[src/rtl/uart_rx_mmio.sv]
// -----------------------------------------------------------------------------
// uart_rx_mmio
//   8N1 serial receiver (LSB first) with a small RX FIFO. The FIFO is read
//   through a two-register memory-mapped port, and a level interrupt stays
//   high while data is waiting.
//
// Ports
//   clk         in   1   system clock, all state on rising edge
//   reset       in   1   asynchronous, active-high reset
//   uart_input  in   1   serial RX line, idle high, asynchronous to clk
//   rd_en       in   1   MMIO read strobe, one cycle per access
//   rd_addr     in   1   0 = DATA (pops FIFO), 1 = STATUS
//   rd_data     out  32  read data, combinational from rd_addr
//   rx_irq      out  1   high while the FIFO is non-empty
//
// STATUS layout: {27'b0, overrun, frame_err, busy, full, not_empty}
// -----------------------------------------------------------------------------
module uart_rx_mmio #(
    parameter int CLKS_PER_BIT = 868,
    parameter int FIFO_DEPTH   = 4
) (
    input  logic        clk,
    input  logic        reset,
    input  logic        uart_input,
    input  logic        rd_en,
    input  logic        rd_addr,
    output logic [31:0] rd_data,
    output logic        rx_irq
);

    localparam int TW = $clog2(CLKS_PER_BIT);
    localparam int AW = $clog2(FIFO_DEPTH);
    localparam int CW = AW + 1;

    localparam logic [TW-1:0] T_HALF = TW'(CLKS_PER_BIT / 2 - 1);
    localparam logic [TW-1:0] T_FULL = TW'(CLKS_PER_BIT - 1);
    localparam logic [CW-1:0] C_FULL = CW'(FIFO_DEPTH);

    typedef enum logic [2:0] {
        S_IDLE,
        S_START,
        S_DATA,
        S_STOP,
        S_WAIT_IDLE
    } state_t;

    // ------------------------------------------------------------------
    // Two-flop synchronizer; reset to the idle (high) line level so that
    // leaving reset never looks like a start edge by itself.
    // ------------------------------------------------------------------
    logic r_sync1;
    logic r_rxs;

    // NOTE: clocked state always uses <= so every flop samples the
    // pre-edge value of its neighbours; = here would collapse the two
    // synchronizer stages into one.
    always_ff @(posedge clk or posedge reset) begin
        if (reset) begin
            r_sync1 <= 1'b1;
            r_rxs   <= 1'b1;
        end else begin
            r_sync1 <= uart_input;
            r_rxs   <= r_sync1;
        end
    end

    // ------------------------------------------------------------------
    // Receive FSM
    // ------------------------------------------------------------------
    state_t          r_state;
    logic [TW-1:0]   r_timer;
    logic [2:0]      r_bit_idx;
    logic [7:0]      r_shreg;
    logic            r_push_vld;   // one-cycle strobe, cycle after stop sample
    logic [7:0]      r_push_data;

    always_ff @(posedge clk or posedge reset) begin
        if (reset) begin
            r_state     <= S_IDLE;
            r_timer     <= '0;
            r_bit_idx   <= '0;
            r_shreg     <= '0;
            r_push_vld  <= 1'b0;
            r_push_data <= '0;
        end else begin
            r_push_vld <= 1'b0;
            case (r_state)
                S_IDLE: begin
                    r_timer <= '0;
                    if (!r_rxs) begin
                        r_state <= S_START;
                    end
                end
                S_START: begin
                    // Half a bit in: re-check the line to reject glitches
                    // and align all later samples to mid-bit.
                    if (r_timer == T_HALF) begin
                        r_timer <= '0;
                        if (!r_rxs) begin
                            r_state   <= S_DATA;
                            r_bit_idx <= '0;
                        end else begin
                            r_state <= S_IDLE;
                        end
                    end else begin
                        r_timer <= r_timer + 1'b1;
                    end
                end
                S_DATA: begin
                    if (r_timer == T_FULL) begin
                        r_timer            <= '0;
                        r_shreg[r_bit_idx] <= r_rxs;
                        if (r_bit_idx == 3'd7) begin
                            r_state <= S_STOP;
                        end else begin
                            r_bit_idx <= r_bit_idx + 1'b1;
                        end
                    end else begin
                        r_timer <= r_timer + 1'b1;
                    end
                end
                S_STOP: begin
                    if (r_timer == T_FULL) begin
                        r_timer <= '0;
                        if (r_rxs) begin
                            r_push_vld  <= 1'b1;
                            r_push_data <= r_shreg;
                            r_state     <= S_IDLE;
                        end else begin
                            r_state <= S_WAIT_IDLE;
                        end
                    end else begin
                        r_timer <= r_timer + 1'b1;
                    end
                end
                S_WAIT_IDLE: begin
                    // A break or stuck-low line must not start a new frame.
                    if (r_rxs) begin
                        r_state <= S_IDLE;
                    end
                end
                default: r_state <= S_IDLE;
            endcase
        end
    end

    logic w_frame_set;
    logic w_busy;

    assign w_frame_set = (r_state == S_STOP) && (r_timer == T_FULL) && !r_rxs;
    assign w_busy      = (r_state != S_IDLE);

    // ------------------------------------------------------------------
    // RX FIFO
    // ------------------------------------------------------------------
    logic [7:0]    r_mem [FIFO_DEPTH];
    logic [AW-1:0] r_wr_ptr;
    logic [AW-1:0] r_rd_ptr;
    logic [CW-1:0] r_count;

    logic w_full;
    logic w_not_empty;
    logic w_pop;
    logic w_wr;
    logic w_stat_rd;
    logic w_overrun_set;

    assign w_full        = (r_count == C_FULL);
    assign w_not_empty   = (r_count != '0);
    assign w_pop         = rd_en && !rd_addr && w_not_empty;
    assign w_stat_rd     = rd_en && rd_addr;
    // A pop in the same cycle frees the slot, so a full FIFO still accepts.
    assign w_wr          = r_push_vld && (!w_full || w_pop);
    assign w_overrun_set = r_push_vld && w_full && !w_pop;

    // NOTE: the storage array has no reset; it is only ever observed
    // through rd_ptr when count is non-zero, so its contents at reset are
    // irrelevant and leaving it unreset lets it map onto plain RAM/flops.
    always_ff @(posedge clk) begin
        if (w_wr) begin
            r_mem[r_wr_ptr] <= r_push_data;
        end
    end

    always_ff @(posedge clk or posedge reset) begin
        if (reset) begin
            r_wr_ptr <= '0;
            r_rd_ptr <= '0;
            r_count  <= '0;
        end else begin
            if (w_wr) begin
                r_wr_ptr <= r_wr_ptr + 1'b1;
            end
            if (w_pop) begin
                r_rd_ptr <= r_rd_ptr + 1'b1;
            end
            case ({w_wr, w_pop})
                2'b10:   r_count <= r_count + 1'b1;
                2'b01:   r_count <= r_count - 1'b1;
                default: r_count <= r_count;
            endcase
        end
    end

    // ------------------------------------------------------------------
    // Sticky error flags: a set in the same cycle as a STATUS read wins.
    // ------------------------------------------------------------------
    logic r_overrun;
    logic r_frame_err;

    always_ff @(posedge clk or posedge reset) begin
        if (reset) begin
            r_overrun   <= 1'b0;
            r_frame_err <= 1'b0;
        end else begin
            if (w_overrun_set) begin
                r_overrun <= 1'b1;
            end else if (w_stat_rd) begin
                r_overrun <= 1'b0;
            end
            if (w_frame_set) begin
                r_frame_err <= 1'b1;
            end else if (w_stat_rd) begin
                r_frame_err <= 1'b0;
            end
        end
    end

    // ------------------------------------------------------------------
    // Read mux
    // ------------------------------------------------------------------
    // NOTE: rd_data is given a default before any branch so the
    // combinational block cannot infer a latch on an uncovered path.
    always_comb begin
        rd_data = '0;
        if (rd_addr) begin
            rd_data = {27'b0, r_overrun, r_frame_err, w_busy, w_full, w_not_empty};
        end else if (w_not_empty) begin
            rd_data = {24'b0, r_mem[r_rd_ptr]};
        end
    end

    assign rx_irq = w_not_empty;

endmodule
[config.mk]
export PLATFORM = sky130hd
export DESIGN_NAME = uart_rx_mmio
export DESIGN_NICKNAME = d
export VERILOG_FILES = /design/src/rtl/uart_rx_mmio.sv
export SDC_FILE = /design/constraint.sdc
export NUM_CORES = 1
export LEC_CHECK = 0
export BUFFER_PORTS_ARGS = -buffer_cell sky130_fd_sc_hd__buf_4
export CAP_MARGIN = 40
export CORE_MARGIN = 4
export CORE_UTILIZATION = 50
export DETAILED_ROUTE_END_ITERATION = 8
export MAX_ROUTING_LAYER = met4
export PLACE_DENSITY = 0.7
export SYNTH_ARGS = -nofsm -noshare
export SYNTH_HDL_FRONTEND = slang
export SYNTH_SLANG_ARGS = --single-unit
[constraint.sdc]
create_clock -name clk -period 3 [get_ports clk]
set_clock_uncertainty 0.15 [all_clocks]
set_input_delay 0 -clock clk [delete_from_list [all_inputs] [get_ports clk]]
set_output_delay 0 -clock clk [all_outputs]
set_load 0.005 [all_outputs]
==> results of run 1 <==
## what timing repair did
action | CTS | global route
hold buffers | 5 | 0
endpoints found under the setup margin | 0 | 0
endpoints found under the hold margin | 45 | 0
## path summary, 6_finish.rpt
| check | from | end | slack [ns] |
|---|---|---|---|
| max | r_count[1] | r_count[2] | 0.65 |
| min | rd_addr | r_overrun | 0.09 |
| max reg2reg | r_count[1] | r_count[2] | 0.65 |
| min reg2reg | r_sync1 | r_rxs | 0.21 |
| max in group asynchronous | reset | r_sync1 | 1.40 |
| min in group asynchronous | reset | r_rd_ptr[1] | 0.55 |
## cell usage after synthesis (all sizes together), types with 2 or more instances
cell type / count / share of area, %
a21boi: 2 / 0.40
a21oi: 7 / 0.94
a22o: 3 / 0.71
a31oi: 4 / 0.67
and2: 7 / 1.2
buf: 29 / 5.7
clkbuf: 5 / 0.54
dfrtp: 42 / 28
dfstp: 2 / 1.4
edfxtp: 32 / 26
ha: 8 / 2.7
inv: 13 / 1.3
mux2: 17 / 5.1
mux2i: 3 / 0.81
mux4: 8 / 4.8
nand2: 13 / 1.3
nand2b: 2 / 0.34
nand3: 5 / 0.81
nand4: 3 / 0.50
nand4b: 4 / 0.94
nor2: 20 / 2.0
nor2b: 2 / 0.34
nor3: 8 / 1.4
nor3b: 4 / 1.2
nor4: 4 / 0.67
nor4b: 2 / 0.47
o21ai: 7 / 0.94
o31ai: 2 / 0.40
or3: 4 / 0.81
or3b: 3 / 0.77
xnor2: 10 / 2.4
xor2: 2 / 0.47
## cell families after synthesis
kind of cell,share of synthesized area [%]
simple gates,14.1
flops,55.4
buf+inv,7.59
compound gates,5.95
mux,10.8
xor+xnor,2.82
fa+ha+maj,3.22
other cells,0.101
## layout make-up
cell class	count	share of cell area (%)
clock buffers	9	3.04
clock inverters	7	2.03
inverters	13	1.20
multi-input cells	190	36.0
flip-flops and latches	76	50.7
well taps	99	3.04
repair buffers	20	4.00
## worst max-delay path, delay by kind of cell (launching register included)
family	cells	cell delay (ns)
xor gates and xnor gates	1	0.18
DFF	1	0.41
and+or+nand+nor	3	1.26
AOI/OAI and AO/OA	1	0.11
adders and majority gates	1	0.19
## through the flow
step                      instances  worst slack, ns  hold slack (ns)  area, sq um  util (%)
after floorplan                 313            0.839           -0.146         3810         -
after global routing            414            0.429            0.135         4070      56.1
final                           414            0.646           0.0904         4070      56.1
after global placement          393            0.733           -0.208         3810      52.6
after CTS                       414            0.652           0.0692         4070      56.1
after detailed placement        393            0.663           -0.205         3810      52.6
## power by group
| part | switching [W] | internal, W |
|---|---|---|
| Combinational | 0.0000970 | 0.000113 |
| Sequential | 0.0000834 | 0.00111 |
| Clock | 0.000416 | 0.000397 |
## state kept, by name, indices dropped and copies added (netlist names)
signal,flops
r_bit_idx,3
r_count,3
r_frame_err,1
r_mem,32
r_overrun,1
r_push_data,8
r_push_vld,1
r_rd_ptr,2
r_rxs,1
r_shreg,8
r_state,3
r_sync1,1
r_timer,10
r_wr_ptr,2
## routing by layer
| layer | global-route usage (%) | vias up |
|---|---|---|
| met3 | 3.04 | 10 |
| met4 | 7.22 | 0 |
| li1 | - | 1041 |
| met2 | 24.8 | 38 |
| met5 | - | - |
| met1 | 20.5 | 1055 |
==> flow_summary.ini, run 1 <==
[timing]
final.min_clock_period_ns = 2.35
worst_pin_slew_ns = 0.585
slew_violations = 0
relSlewSlack_pct = 61.0
hold_viol_final = 0
finalSetupTns_ns = 0
fmax_mhz = 425
rsz0062_at_grt = no
final-setup-viol-count = 0
fin_crit_sh_pct = 78.5

[cts]
clk_pin_slew_worst_paths_ns = 0.08
post_cts_resized = 0
cts_root_buffer = clkbuf_8
clock_path_buffers = 2
post_cts_buffers = 0
cts_tree = done
cts.sinks = 76
cts_made_buffers = 9
cts-htree-levels = 3
worst_skew_pair.late_latency_ns = 0.35

[hold_path]
hold_depth = 4
hold_path_class = in -> reg

[synth]
synth-edff-count = 32
synthFlopType = dfrtp_1
async_flop_share_pct = 57.9
synth_cell_types = 56
yosysSeqAreaShare_pct = 55.4
synth_area_sq_um = 3720
ys_ff_latch = 76
postSynthAreaPerCell_sq_um = 12.8
synth-warning-count = 0
synthCells = 290

[run_status]
status = complete, no violations

[drt]
first_pass_iters = 4
wl_met1_mm = 2.83
top_layer_used = met4
vias_per_cell = 5.18
via_count = 2144
wire_per_inst_um = 15.2
wl_mm = 6.30
wl_met3_um = 198
wl_met2_mm = 3.15
initialDrtViolationCount = 60
route.detailed.drc = 0
drtAntennaViolNets = 0

[worst_setup_path]
r2r_cells = 6
worstPathRequired_ns = 3.12
path_max_fanout = 6
crit_chain = nor3_1, or3_1, fa_1, or4b_2, o31ai_1, xor2_1
start_kind = flip-flop
critical_path_arrival_ns = 2.48
critical-path-slowest-cell = or4b_2
critPathKind = reg -> reg
endpoint_kind = flip-flop
slowest_delay_ns = 0.59

[floorplan]
start_util_pct = 51.4
coreArea_sq_um = 7250
dieArea_sq_um = 8890
num_rows = 31
die_w_um = 94.3
dieHeight_um = 94.3
pin_count = 38

[global_routing]
grt_usage_pct = 16.0
grt_max_degree = 36
first_global_vias = 2111
grt-ovfl-total = 0
antenna_found_initial = 0
grt_pass1_wl_mm = 10.5

[cells_and_area]
area.sequential_sq_um = 2060
drive_gt1_share_pct = 22.5
nets = 324
final_cell_mix = 42 x dfrtp_1, 32 x edfxtp_1, 24 x conb_1
nFillCells = 604
multiInputGateArea_sq_um = 1460
diodes = 0
area_delta_synth_final_pct = 9.27
final_common_cell = dfrtp_1

[placement]
dp_hpwl_mm = 4.49
gp_congestion = 0.801
portBuffers = 13

[power_and_ir_drop]
power_w = 0.00222
power_density_nw_per_um2 = 545
worst_ir_drop_vdd_mv = 0.244
leakagePower_nw = 1.75

[flow_run]
maxCapViolCount = 0
Note: power is estimated with default switching activity, not from simulation.
==> run 2, diff against run 1 <==
Clock period 3 ns to 2.4 ns, I/O delays scaled along.
==> flow_summary.ini, run 2 (same netlist as run 1, synthesis figures left out) <==
[power_and_ir_drop]
clkPwrFrac_pct = 34.2
pwr-share-comb_pct = 10.6
power_density_nw_per_um2 = 658
worst_ir_drop_vdd_mv = 0.282
leakagePower_nw = 1.78
seqPwrFrac_pct = 55.2
power_w = 0.00269
power.internal_w = 0.00195
swShare_pct = 27.6
switchingPower_w = 0.000744

[worst_setup_path]
critical-path-slowest-cell = dfrtp_1
start_kind = flip-flop
path_max_fanout = 8
cp.depth = 5
endpoint_kind = flip-flop
crit_chain = ha_1, and4b_2, nand3_2, nor3_4, mux2_2
worstPathRequired_ns = 2.48
critical_path_arrival_ns = 2.25
slowest_delay_ns = 0.42
cp_top_family = simple AND/OR/NAND/NOR gates
critPathKind = reg -> reg
cp_num_buf_inv = 0
r2r_cells = 5

[timing]
fmax_mhz = 461
hold_viol_final = 0
fin_crit_sh_pct = 90.5
relSlewSlack_pct = 63.3
rsz0062_at_grt = no
finalSetupTns_ns = 0
final.min_clock_period_ns = 2.17
final-setup-viol-count = 0
hold-worst-slack_ns = 0.0845
worst_pin_slew_ns = 0.551
slew_violations = 0

[global_routing]
grt_usage_pct = 15.6
antenna_found_initial = 0
grt_pass1_wl_mm = 10.2
grt-ovfl-total = 0
first_global_vias = 2096
grt_max_degree = 45

[drt]
wire_per_inst_um = 14.4
via_count = 2126
route.detailed.drc = 0
wl_mm = 6.07
drtAntennaViolNets = 0
vias_per_cell = 5.06
first_pass_iters = 4
initialDrtViolationCount = 96

[cells_and_area]
final_cell_mix = 42 x dfrtp_1, 32 x edfxtp_1, 24 x conb_1
final_common_cell = dfrtp_1
diodes = 0
fin_area_sq_um = 4100
top_register = r_mem
area_delta_synth_final_pct = 9.94
final_core_util_pct = 56.5
nets = 330
drive_gt1_share_pct = 24.3
multiInputGateArea_sq_um = 1460
reg_top3 = r_mem (32), r_timer (10)
area.sequential_sq_um = 2060
nFillCells = 607
largest_reg_flops = 32

[floorplan]
pin_count = 38
num_rows = 31
dieHeight_um = 94.3
coreArea_sq_um = 7250
dieArea_sq_um = 8890
start_util_pct = 51.4
die_w_um = 94.3

[placement]
portBuffers = 13
gp_congestion = 0.838
dpl-instance-area_sq_um = 3870
dp_hpwl_mm = 4.30

[run_status]
status = complete, no violations

[cts]
cts.sinks = 76
post_cts_buffers = 0
worst_skew_pair.late_latency_ns = 0.35
cts-htree-levels = 3
cts_made_buffers = 9
clock_path_buffers = 2
post_cts_resized = 0
cts_root_buffer = clkbuf_8
cts_hold_buf = 4
cts_tree = done
clk_pin_slew_worst_paths_ns = 0.08

[flow_run]
maxCapViolCount = 0

[hold_path]
hold_depth = 4
hold_path_class = in -> reg
-- run 2: per-layer routing --
layer	track usage, %	share of wire (%)
met5	-	0
met4	6.86	1.6
met3	3.69	3.5
met2	24.0	49
met1	19.8	46
-- run 2: through the flow --
stage / std cells / setup WS, ns
after floorplan: 313 / 0.239
after global placement: 400 / 0.306
after detailed placement: 400 / 0.243
after CTS: 420 / 0.172
after global routing: 420 / 0.0832
final: 420 / 0.229
-- run 2: area by class of cell --
class / count / area share (%)
Clock inverter: 7 / 1.59
Sequential cell: 76 / 50.4
Timing Repair Buffer: 26 / 5.01
Clock buffer: 9 / 3.02
Inverter: 13 / 1.19
Tap cell: 99 / 3.02
Multi-Input combinational cell: 190 / 35.7
-- run 2: path summary, 6_finish.rpt --
kind	endpoint	slack (ns)	startpoint
min reg2reg	r_rxs	0.21	r_sync1
min	r_overrun	0.08	rd_addr
min in group asynchronous	r_count[1]	0.19	reset
max in group asynchronous	r_sync1	1.52	reset
max	r_push_data[2]	0.23	r_timer[0]
max reg2reg	r_push_data[2]	0.23	r_timer[0]
-- run 2: worst register-to-register path, cell delays in order, from the launching register on --
cell	delay (ns)
dfrtp_1	0.42
ha_1	0.21
and4b_2	0.31
nand3_2	0.18
nor3_4	0.41
mux2_2	0.38
-- run 2: power groups by stage --
stage / sequential, W / combinational (W) / clock, W
after floorplan: 0.00144 / 0.000291 / 0
after global placement: 0.00152 / 0.000276 / 0
after detailed placement: 0.00152 / 0.000280 / 0
after CTS: 0.00149 / 0.000286 / 0.000948
after global routing: 0.00150 / 0.000316 / 0.00100
final: 0.00149 / 0.000284 / 0.000921
